--- src/rtl/inv_sub_bytes.sv ---
// Inverse AES SubBytes: serial inverse S-box over a 128-bit state, LSB lane first.
// Define INV_SUB_BYTES_QUAD_EN to process four lanes per cycle (4-cycle latency).
module inv_sub_bytes (
    input  logic         clk,
    input  logic         rst,
    input  logic         start,
    input  logic [127:0] data_in,
    output logic [127:0] data_out,
    output logic         ready,
    output logic         busy
);

    typedef enum logic [1:0] {
        IDLE = 2'd0,
        RUN  = 2'd1,
        DONE = 2'd2
    } state_t;

`ifdef INV_SUB_BYTES_QUAD_EN
    localparam logic [3:0] CNT_STEP = 4'd4;
    localparam logic [3:0] LAST_CNT = 4'd12;
`else
    localparam logic [3:0] CNT_STEP = 4'd1;
    localparam logic [3:0] LAST_CNT = 4'd15;
`endif

    state_t         state_q, state_d;
    logic [3:0]     cnt_q, cnt_d;
    logic [127:0]   work_q, work_d;
    logic [127:0]   data_out_q, data_out_d;
    logic           ready_q, ready_d;
`ifdef INV_SUB_BYTES_QUAD_EN
    logic [31:0]    lane_word;
`endif

    // FIPS-197 inverse S-box as a plain lookup table
    function automatic logic [7:0] inv_sbox(input logic [7:0] b);
        inv_sbox = 8'h00;
        case (b)
            8'h00: inv_sbox = 8'h52;
            8'h01: inv_sbox = 8'h09;
            8'h02: inv_sbox = 8'h6a;
            8'h03: inv_sbox = 8'hd5;
            8'h04: inv_sbox = 8'h30;
            8'h05: inv_sbox = 8'h36;
            8'h06: inv_sbox = 8'ha5;
            8'h07: inv_sbox = 8'h38;
            8'h08: inv_sbox = 8'hbf;
            8'h09: inv_sbox = 8'h40;
            8'h0a: inv_sbox = 8'ha3;
            8'h0b: inv_sbox = 8'h9e;
            8'h0c: inv_sbox = 8'h81;
            8'h0d: inv_sbox = 8'hf3;
            8'h0e: inv_sbox = 8'hd7;
            8'h0f: inv_sbox = 8'hfb;
            8'h10: inv_sbox = 8'h7c;
            8'h11: inv_sbox = 8'he3;
            8'h12: inv_sbox = 8'h39;
            8'h13: inv_sbox = 8'h82;
            8'h14: inv_sbox = 8'h9b;
            8'h15: inv_sbox = 8'h2f;
            8'h16: inv_sbox = 8'hff;
            8'h17: inv_sbox = 8'h87;
            8'h18: inv_sbox = 8'h34;
            8'h19: inv_sbox = 8'h8e;
            8'h1a: inv_sbox = 8'h43;
            8'h1b: inv_sbox = 8'h44;
            8'h1c: inv_sbox = 8'hc4;
            8'h1d: inv_sbox = 8'hde;
            8'h1e: inv_sbox = 8'he9;
            8'h1f: inv_sbox = 8'hcb;
            8'h20: inv_sbox = 8'h54;
            8'h21: inv_sbox = 8'h7b;
            8'h22: inv_sbox = 8'h94;
            8'h23: inv_sbox = 8'h32;
            8'h24: inv_sbox = 8'ha6;
            8'h25: inv_sbox = 8'hc2;
            8'h26: inv_sbox = 8'h23;
            8'h27: inv_sbox = 8'h3d;
            8'h28: inv_sbox = 8'hee;
            8'h29: inv_sbox = 8'h4c;
            8'h2a: inv_sbox = 8'h95;
            8'h2b: inv_sbox = 8'h0b;
            8'h2c: inv_sbox = 8'h42;
            8'h2d: inv_sbox = 8'hfa;
            8'h2e: inv_sbox = 8'hc3;
            8'h2f: inv_sbox = 8'h4e;
            8'h30: inv_sbox = 8'h08;
            8'h31: inv_sbox = 8'h2e;
            8'h32: inv_sbox = 8'ha1;
            8'h33: inv_sbox = 8'h66;
            8'h34: inv_sbox = 8'h28;
            8'h35: inv_sbox = 8'hd9;
            8'h36: inv_sbox = 8'h24;
            8'h37: inv_sbox = 8'hb2;
            8'h38: inv_sbox = 8'h76;
            8'h39: inv_sbox = 8'h5b;
            8'h3a: inv_sbox = 8'ha2;
            8'h3b: inv_sbox = 8'h49;
            8'h3c: inv_sbox = 8'h6d;
            8'h3d: inv_sbox = 8'h8b;
            8'h3e: inv_sbox = 8'hd1;
            8'h3f: inv_sbox = 8'h25;
            8'h40: inv_sbox = 8'h72;
            8'h41: inv_sbox = 8'hf8;
            8'h42: inv_sbox = 8'hf6;
            8'h43: inv_sbox = 8'h64;
            8'h44: inv_sbox = 8'h86;
            8'h45: inv_sbox = 8'h68;
            8'h46: inv_sbox = 8'h98;
            8'h47: inv_sbox = 8'h16;
            8'h48: inv_sbox = 8'hd4;
            8'h49: inv_sbox = 8'ha4;
            8'h4a: inv_sbox = 8'h5c;
            8'h4b: inv_sbox = 8'hcc;
            8'h4c: inv_sbox = 8'h5d;
            8'h4d: inv_sbox = 8'h65;
            8'h4e: inv_sbox = 8'hb6;
            8'h4f: inv_sbox = 8'h92;
            8'h50: inv_sbox = 8'h6c;
            8'h51: inv_sbox = 8'h70;
            8'h52: inv_sbox = 8'h48;
            8'h53: inv_sbox = 8'h50;
            8'h54: inv_sbox = 8'hfd;
            8'h55: inv_sbox = 8'hed;
            8'h56: inv_sbox = 8'hb9;
            8'h57: inv_sbox = 8'hda;
            8'h58: inv_sbox = 8'h5e;
            8'h59: inv_sbox = 8'h15;
            8'h5a: inv_sbox = 8'h46;
            8'h5b: inv_sbox = 8'h57;
            8'h5c: inv_sbox = 8'ha7;
            8'h5d: inv_sbox = 8'h8d;
            8'h5e: inv_sbox = 8'h9d;
            8'h5f: inv_sbox = 8'h84;
            8'h60: inv_sbox = 8'h90;
            8'h61: inv_sbox = 8'hd8;
            8'h62: inv_sbox = 8'hab;
            8'h63: inv_sbox = 8'h00;
            8'h64: inv_sbox = 8'h8c;
            8'h65: inv_sbox = 8'hbc;
            8'h66: inv_sbox = 8'hd3;
            8'h67: inv_sbox = 8'h0a;
            8'h68: inv_sbox = 8'hf7;
            8'h69: inv_sbox = 8'he4;
            8'h6a: inv_sbox = 8'h58;
            8'h6b: inv_sbox = 8'h05;
            8'h6c: inv_sbox = 8'hb8;
            8'h6d: inv_sbox = 8'hb3;
            8'h6e: inv_sbox = 8'h45;
            8'h6f: inv_sbox = 8'h06;
            8'h70: inv_sbox = 8'hd0;
            8'h71: inv_sbox = 8'h2c;
            8'h72: inv_sbox = 8'h1e;
            8'h73: inv_sbox = 8'h8f;
            8'h74: inv_sbox = 8'hca;
            8'h75: inv_sbox = 8'h3f;
            8'h76: inv_sbox = 8'h0f;
            8'h77: inv_sbox = 8'h02;
            8'h78: inv_sbox = 8'hc1;
            8'h79: inv_sbox = 8'haf;
            8'h7a: inv_sbox = 8'hbd;
            8'h7b: inv_sbox = 8'h03;
            8'h7c: inv_sbox = 8'h01;
            8'h7d: inv_sbox = 8'h13;
            8'h7e: inv_sbox = 8'h8a;
            8'h7f: inv_sbox = 8'h6b;
            8'h80: inv_sbox = 8'h3a;
            8'h81: inv_sbox = 8'h91;
            8'h82: inv_sbox = 8'h11;
            8'h83: inv_sbox = 8'h41;
            8'h84: inv_sbox = 8'h4f;
            8'h85: inv_sbox = 8'h67;
            8'h86: inv_sbox = 8'hdc;
            8'h87: inv_sbox = 8'hea;
            8'h88: inv_sbox = 8'h97;
            8'h89: inv_sbox = 8'hf2;
            8'h8a: inv_sbox = 8'hcf;
            8'h8b: inv_sbox = 8'hce;
            8'h8c: inv_sbox = 8'hf0;
            8'h8d: inv_sbox = 8'hb4;
            8'h8e: inv_sbox = 8'he6;
            8'h8f: inv_sbox = 8'h73;
            8'h90: inv_sbox = 8'h96;
            8'h91: inv_sbox = 8'hac;
            8'h92: inv_sbox = 8'h74;
            8'h93: inv_sbox = 8'h22;
            8'h94: inv_sbox = 8'he7;
            8'h95: inv_sbox = 8'had;
            8'h96: inv_sbox = 8'h35;
            8'h97: inv_sbox = 8'h85;
            8'h98: inv_sbox = 8'he2;
            8'h99: inv_sbox = 8'hf9;
            8'h9a: inv_sbox = 8'h37;
            8'h9b: inv_sbox = 8'he8;
            8'h9c: inv_sbox = 8'h1c;
            8'h9d: inv_sbox = 8'h75;
            8'h9e: inv_sbox = 8'hdf;
            8'h9f: inv_sbox = 8'h6e;
            8'ha0: inv_sbox = 8'h47;
            8'ha1: inv_sbox = 8'hf1;
            8'ha2: inv_sbox = 8'h1a;
            8'ha3: inv_sbox = 8'h71;
            8'ha4: inv_sbox = 8'h1d;
            8'ha5: inv_sbox = 8'h29;
            8'ha6: inv_sbox = 8'hc5;
            8'ha7: inv_sbox = 8'h89;
            8'ha8: inv_sbox = 8'h6f;
            8'ha9: inv_sbox = 8'hb7;
            8'haa: inv_sbox = 8'h62;
            8'hab: inv_sbox = 8'h0e;
            8'hac: inv_sbox = 8'haa;
            8'had: inv_sbox = 8'h18;
            8'hae: inv_sbox = 8'hbe;
            8'haf: inv_sbox = 8'h1b;
            8'hb0: inv_sbox = 8'hfc;
            8'hb1: inv_sbox = 8'h56;
            8'hb2: inv_sbox = 8'h3e;
            8'hb3: inv_sbox = 8'h4b;
            8'hb4: inv_sbox = 8'hc6;
            8'hb5: inv_sbox = 8'hd2;
            8'hb6: inv_sbox = 8'h79;
            8'hb7: inv_sbox = 8'h20;
            8'hb8: inv_sbox = 8'h9a;
            8'hb9: inv_sbox = 8'hdb;
            8'hba: inv_sbox = 8'hc0;
            8'hbb: inv_sbox = 8'hfe;
            8'hbc: inv_sbox = 8'h78;
            8'hbd: inv_sbox = 8'hcd;
            8'hbe: inv_sbox = 8'h5a;
            8'hbf: inv_sbox = 8'hf4;
            8'hc0: inv_sbox = 8'h1f;
            8'hc1: inv_sbox = 8'hdd;
            8'hc2: inv_sbox = 8'ha8;
            8'hc3: inv_sbox = 8'h33;
            8'hc4: inv_sbox = 8'h88;
            8'hc5: inv_sbox = 8'h07;
            8'hc6: inv_sbox = 8'hc7;
            8'hc7: inv_sbox = 8'h31;
            8'hc8: inv_sbox = 8'hb1;
            8'hc9: inv_sbox = 8'h12;
            8'hca: inv_sbox = 8'h10;
            8'hcb: inv_sbox = 8'h59;
            8'hcc: inv_sbox = 8'h27;
            8'hcd: inv_sbox = 8'h80;
            8'hce: inv_sbox = 8'hec;
            8'hcf: inv_sbox = 8'h5f;
            8'hd0: inv_sbox = 8'h60;
            8'hd1: inv_sbox = 8'h51;
            8'hd2: inv_sbox = 8'h7f;
            8'hd3: inv_sbox = 8'ha9;
            8'hd4: inv_sbox = 8'h19;
            8'hd5: inv_sbox = 8'hb5;
            8'hd6: inv_sbox = 8'h4a;
            8'hd7: inv_sbox = 8'h0d;
            8'hd8: inv_sbox = 8'h2d;
            8'hd9: inv_sbox = 8'he5;
            8'hda: inv_sbox = 8'h7a;
            8'hdb: inv_sbox = 8'h9f;
            8'hdc: inv_sbox = 8'h93;
            8'hdd: inv_sbox = 8'hc9;
            8'hde: inv_sbox = 8'h9c;
            8'hdf: inv_sbox = 8'hef;
            8'he0: inv_sbox = 8'ha0;
            8'he1: inv_sbox = 8'he0;
            8'he2: inv_sbox = 8'h3b;
            8'he3: inv_sbox = 8'h4d;
            8'he4: inv_sbox = 8'hae;
            8'he5: inv_sbox = 8'h2a;
            8'he6: inv_sbox = 8'hf5;
            8'he7: inv_sbox = 8'hb0;
            8'he8: inv_sbox = 8'hc8;
            8'he9: inv_sbox = 8'heb;
            8'hea: inv_sbox = 8'hbb;
            8'heb: inv_sbox = 8'h3c;
            8'hec: inv_sbox = 8'h83;
            8'hed: inv_sbox = 8'h53;
            8'hee: inv_sbox = 8'h99;
            8'hef: inv_sbox = 8'h61;
            8'hf0: inv_sbox = 8'h17;
            8'hf1: inv_sbox = 8'h2b;
            8'hf2: inv_sbox = 8'h04;
            8'hf3: inv_sbox = 8'h7e;
            8'hf4: inv_sbox = 8'hba;
            8'hf5: inv_sbox = 8'h77;
            8'hf6: inv_sbox = 8'hd6;
            8'hf7: inv_sbox = 8'h26;
            8'hf8: inv_sbox = 8'he1;
            8'hf9: inv_sbox = 8'h69;
            8'hfa: inv_sbox = 8'h14;
            8'hfb: inv_sbox = 8'h63;
            8'hfc: inv_sbox = 8'h55;
            8'hfd: inv_sbox = 8'h21;
            8'hfe: inv_sbox = 8'h0c;
            8'hff: inv_sbox = 8'h7d;
        endcase
    endfunction

    always_ff @(posedge clk or negedge rst) begin
        if (!rst) begin
            state_q    <= IDLE;
            cnt_q      <= 4'd0;
            work_q     <= 128'h0;
            data_out_q <= 128'h0;
            ready_q    <= 1'b0;
        end else begin
            state_q    <= state_d;
            cnt_q      <= cnt_d;
            work_q     <= work_d;
            data_out_q <= data_out_d;
            ready_q    <= ready_d;
        end
    end

    // On the final lane, data_out takes work_d so it already contains that lane's result
    always_comb begin
        state_d    = state_q;
        cnt_d      = cnt_q;
        work_d     = work_q;
        data_out_d = data_out_q;
        ready_d    = ready_q;
`ifdef INV_SUB_BYTES_QUAD_EN
        lane_word  = work_q[{cnt_q[3:2], 5'b00000} +: 32];
`endif
        case (state_q)
            IDLE, DONE: begin
                if (start) begin
                    work_d  = data_in;
                    cnt_d   = 4'd0;
                    ready_d = 1'b0;
                    state_d = RUN;
                end
            end
            RUN: begin
`ifdef INV_SUB_BYTES_QUAD_EN
                work_d[{cnt_q[3:2], 5'b00000} +: 32] = {inv_sbox(lane_word[31:24]),
                                                        inv_sbox(lane_word[23:16]),
                                                        inv_sbox(lane_word[15:8]),
                                                        inv_sbox(lane_word[7:0])};
`else
                work_d[{cnt_q, 3'b000} +: 8] = inv_sbox(work_q[{cnt_q, 3'b000} +: 8]);
`endif
                cnt_d = cnt_q + CNT_STEP;
                if (cnt_q == LAST_CNT) begin
                    data_out_d = work_d;
                    ready_d    = 1'b1;
                    state_d    = DONE;
                end
            end
            default: begin
                state_d = IDLE;
            end
        endcase
    end

    assign data_out = data_out_q;
    assign ready    = ready_q;
    assign busy     = (state_q == RUN);

endmodule

--- config.mk ---
export PLATFORM = sky130hd
export DESIGN_NAME = inv_sub_bytes
export DESIGN_NICKNAME = d
export VERILOG_FILES = /design/src/rtl/inv_sub_bytes.sv
export SDC_FILE = /design/constraint.sdc
export NUM_CORES = 1
export LEC_CHECK = 0
export ABC_AREA = 1
export CORE_ASPECT_RATIO = 1.25
export CORE_MARGIN = 1
export CORE_UTILIZATION = 50
export CTS_CLUSTER_DIAMETER = 50
export CTS_CLUSTER_SIZE = 10
export DETAILED_ROUTE_END_ITERATION = 8
export PLACE_DENSITY_LB_ADDON = 0.12
export SKIP_LAST_GASP = 1
export SYNTH_ARGS = -nofsm -noshare
export SYNTH_HDL_FRONTEND = slang
export SYNTH_SLANG_ARGS = --single-unit
--- constraint.sdc ---
create_clock -name clk -period 2.9 [get_ports clk]
set_input_delay 0.29 -clock clk [delete_from_list [all_inputs] [get_ports clk]]
set_output_delay 0.29 -clock clk [all_outputs]
set_load 0.03 [all_outputs]
==> metrics.cfg, run 1 <==
[synthesis]
syn_area_um2 = 17790
async_reset_ff_share_pct = 100.0
synth_fp_nets = 2892
synthTopCellsByArea = dfrtp_1 (37%), nand2_1 (22%), nand3_1 (16%)
yosysMostFrequentCell = nand2_1
synth_warnings = 0
synth_commonest_cells = nand2_1 (1,041), nand3_1 (551), inv_1 (266), dfrtp_1 (263), o21ai_0 (111)
syn_inst = 2734
synth_edf_count = 0
avgSynthCellArea_um2 = 6.506
synth-main-ff-cell = dfrtp_1
yosysTopAreaCell = dfrtp_1
ys_seq_area_share_pct = 37.00
ys_types = 35
synth_top_area_share_pct = 37.00
ys_ff_latch = 263

[outcome]
status = aborted with a tool error
stop_stage = global routing (5_1_grt)
error_line = [ERROR GRT-0232] Routing congestion too high. Check the congestion heatmap in the GUI.

[timing]
worst_endpoint = work_q[43]$_DFFE_PN0P_/D
worstEpCategory = register data pin

[global_routing]
grt-ovfl-total = 148
grt_max_degree = 129
track_usage_pct = 80.26

[floorplan]
die_w_um = 170.7
placementRows = 76
ios = 261
die_h_um = 212.9
start_util_pct = 51.25

[clocking]
clock_path_buffers = 3
cts.sinks = 263
cts_buffers = 34
cts-root-buf = clkbuf_16
htree_levels = 2

[placed_design]
gp_congestion = 1.105
dp_hpwl_um = 68280
dp_slack_ps = -1175
port_buffers = 260

==> per-layer routing <==
layer,overflow,GRT usage (%)
met5,0,34.36
met4,78,83.32
met3,2,67.69
met2,68,93.65
met1,0,79.74
==> kinds of logic after synthesis <==
family	share of synthesized area [%]
simple gates	41.46
flops	37.00
buf+inv	10.12
compound gates	9.432
xor+xnor	0.09146
fa+ha+maj	1.899
==> repair_timing <==
item / in CTS
setup buffers: 32
resized for setup: 295
setup endpoints to repair: 256
hold endpoints to repair: 96
hold buffers: 1
pin swaps: 52
cloned: 2
==> stage by stage <==
stage | cell area [um^2] | TNS, ps | utilization, % | std cells | hold slack, ps
after global placement | 23410 | -158310 | 67.45 | 3668 | 400.5
after detailed placement | 23410 | -173670 | 67.45 | 3668 | 412.9
after CTS | 25950 | -79640 | 74.78 | 3745 | 347.9
after floorplan | 17820 | 0 | - | 2734 | -5.591
==> run 2, diff against run 1 <==
CORE_ASPECT_RATIO = unset   (was 1.25)
CORE_UTILIZATION = 40   (was 50)
CTS_CLUSTER_DIAMETER = unset   (was 50)
CTS_CLUSTER_SIZE = unset   (was 10)
PLACE_DENSITY_LB_ADDON = 0.15   (was 0.12)
clock period = 3.75 ns   (was 2.9 ns; I/O delays follow)
==> metrics.cfg, run 2 <==
[min_path]
hold_path.class = input port to register

[global_routing]
grt-ovfl-total = 0
grt_max_degree = 107
track_usage_pct = 39.48
grt_pass1_vias = 20960
grt_pass1_wl_um = 132300
antenna_found_initial = 5

[setup_path]
crit_type = register to register
startpoint_type = register
cp_num_buf_inv = 10
crit_arrival_ps = 4160
path_max_fanout = 21
path_cells = inv_4, buf_12, buf_4, buf_4, nand2_1, nand3_1, nand3_2, inv_1, nor2_1, nor2_4, buf_12, buf_12, nor2_1, inv_1, o21ai_1, nand3_2, nand3_2, nand3_2, buf_4, nand2_2, buf_12, nand2_1, o21ai_2, o21bai_1
critPathMaxStageDelay_ps = 510
required_ps = 4170
end_kind = register
crit_family = buffers and inverters
crit_slowest_cell = dfrtp_2

[synthesis]
synth-main-ff-cell = dfrtp_1
ys_types = 35
synth_top_area_share_pct = 37.00
ys_seq_area_share_pct = 37.00
synth_edf_count = 0
syn_area_um2 = 17790
synthTopCellsByArea = dfrtp_1 (37%), nand2_1 (22%), nand3_1 (16%)
yosysMostFrequentCell = nand2_1
synth_warnings = 0
ys_ff_latch = 263
synth_commonest_cells = nand2_1 (1,041), nand3_1 (551), inv_1 (266), dfrtp_1 (263), o21ai_0 (111)
syn_inst = 2734
avgSynthCellArea_um2 = 6.506
yosysTopAreaCell = dfrtp_1
async_reset_ff_share_pct = 100.0
synth_fp_nets = 2892

[clocking]
cts_buffers = 30
clock_path_buffers = 3
htree_levels = 1
clk_pin_slew_ps = 60
cts-root-buf = clkbuf_16
cts.sinks = 263
clk_latency_ps = 620
tritoncts = yes

[timing]
worst_hold_slack_ps = 383.8
finalHoldViolCount = 0
worstMarginPinSlew_ps = 889.7
fin_crit_sh_pct = 99.76
finalCriticalPeriod_ps = 3741
rsz0062_at_grt = true
fmax_ghz = 0.2673
setup_viol = 0
skew_ps = 60.41
maxSlewViolCount = 0
slew_headroom_pct = 40.36

[layout]
layoutNonFillerInstCount = 3802
areaGrowthSynthToFinish_pct = 41.46
fillers = 4162
nets = 3349
drive_gt1_share_pct = 18.08
layout_common_cells = nand2_1 (996), nand3_1 (471), buf_4 (265)
layout_commonest_cell = nand2_1

[detailed_routing]
wl_met3_um = 8781
wl_per_cell_um = 23.83
via_per_inst = 5.701
dr.max_layer_used = met5
first_pass_iters = 9
drt-initial-drc-count = 2584
totalWireLength_um = 90610
met2_length_um = 40600
route.detailed.drc = 0
vias = 21680
ant_nets = 0
wl_met1_um = 35310

[job]
drv_cap = 0

[floorplan]
core_area_um2 = 43460
dieArea_um2 = 45320
die_w_um = 212.9
ios = 261
start_util_pct = 40.93
die_h_um = 212.9
placementRows = 76

[outcome]
status = complete, no violations

[placed_design]
gp_congestion = 1.076
dpl.cell_count = 3726
port_buffers = 260
dp_hpwl_um = 68430

-- run 2: worst register-to-register path, cell delays in order, from the launching register on --
cell and delay, ps:
dfrtp_2 510, inv_4 100, buf_12 140, buf_4 130
buf_4 160, nand2_1 140, nand3_1 110, nand3_2 130
inv_1 50, nor2_1 160, nor2_4 50, buf_12 170
buf_12 180, nor2_1 160, inv_1 110, o21ai_1 180
nand3_2 160, nand3_2 130, nand3_2 110, buf_4 160
nand2_2 90, buf_12 150, nand2_1 70, o21ai_2 110
o21bai_1 90
-- run 2: timing repair --
item,in CTS,in global routing
buffers inserted,1,13
resized for setup,17,208
hold buffers,1,0
setup endpoints to repair,210,251
hold endpoints to repair,85,0
gates cloned,0,3
pin swaps,3,46
-- run 2: cell families after synthesis --
logic type	after synthesis	share of synthesized area, %
buffers and inverters	433	10.12
adder cells (fa/ha/maj)	27	1.899
AND/OR/NAND/NOR	1728	41.46
XOR/XNOR	1	0.09146
AO/OA/AOI/OAI	282	9.432
flip-flops	263	37.00
-- run 2: cell type report --
cell class | count | area, um^2 | area share [%]
multi-input combinational | 2038 | 10260 | 40.79
sequential | 263 | 6583 | 26.16
timing repair buffer | 579 | 5494 | 21.83
inverter | 279 | 1074 | 4.266
clock buffer | 46 | 900.9 | 3.580
tap | 585 | 732.0 | 2.909
clock inverter | 9 | 107.6 | 0.4276
antenna | 3 | 7.507 | 0.02983
-- run 2: worst paths after layout --
path,from,endpoint,slack [ps],depth (start not counted)
max reg2reg,cnt_q[0],work_q[69],9,24
max,cnt_q[0],work_q[69],9,24
min,data_in[39],work_q[39],380,3
min in group asynchronous,rst,data_out[42],390,2
max in group asynchronous,rst,data_out[96],2340,3
min reg2reg,data_out[49],data_out[49],480,2
-- run 2: metrics by stage --
| stage | cell area [um^2] | setup TNS, ps | utilization (%) | worst slack [ps] |
|---|---|---|---|---|
| finish | 25160 | 0 | 57.90 | 9.152 |
| detailed placement | 22990 | -49360 | 52.90 | -564.2 |
| global placement | 22990 | -69000 | 52.90 | -709.2 |
| global route | 25160 | -1970 | 57.90 | -82.55 |
| floorplan | 17790 | 0 | - | 626.9 |
| CTS | 24090 | -374.8 | 55.44 | -47.47 |
-- run 2: routing by layer --
metal,track usage [%],vias up
met5,0,-
met4,22.58,4
met3,7.825,317
met2,61.65,1310
met1,50.87,10280
li1,-,9762
Power of run 2 is left out: the tool's default activity adds up to more than one toggle a clock period on the data nets, which glitch-free logic cannot reach.
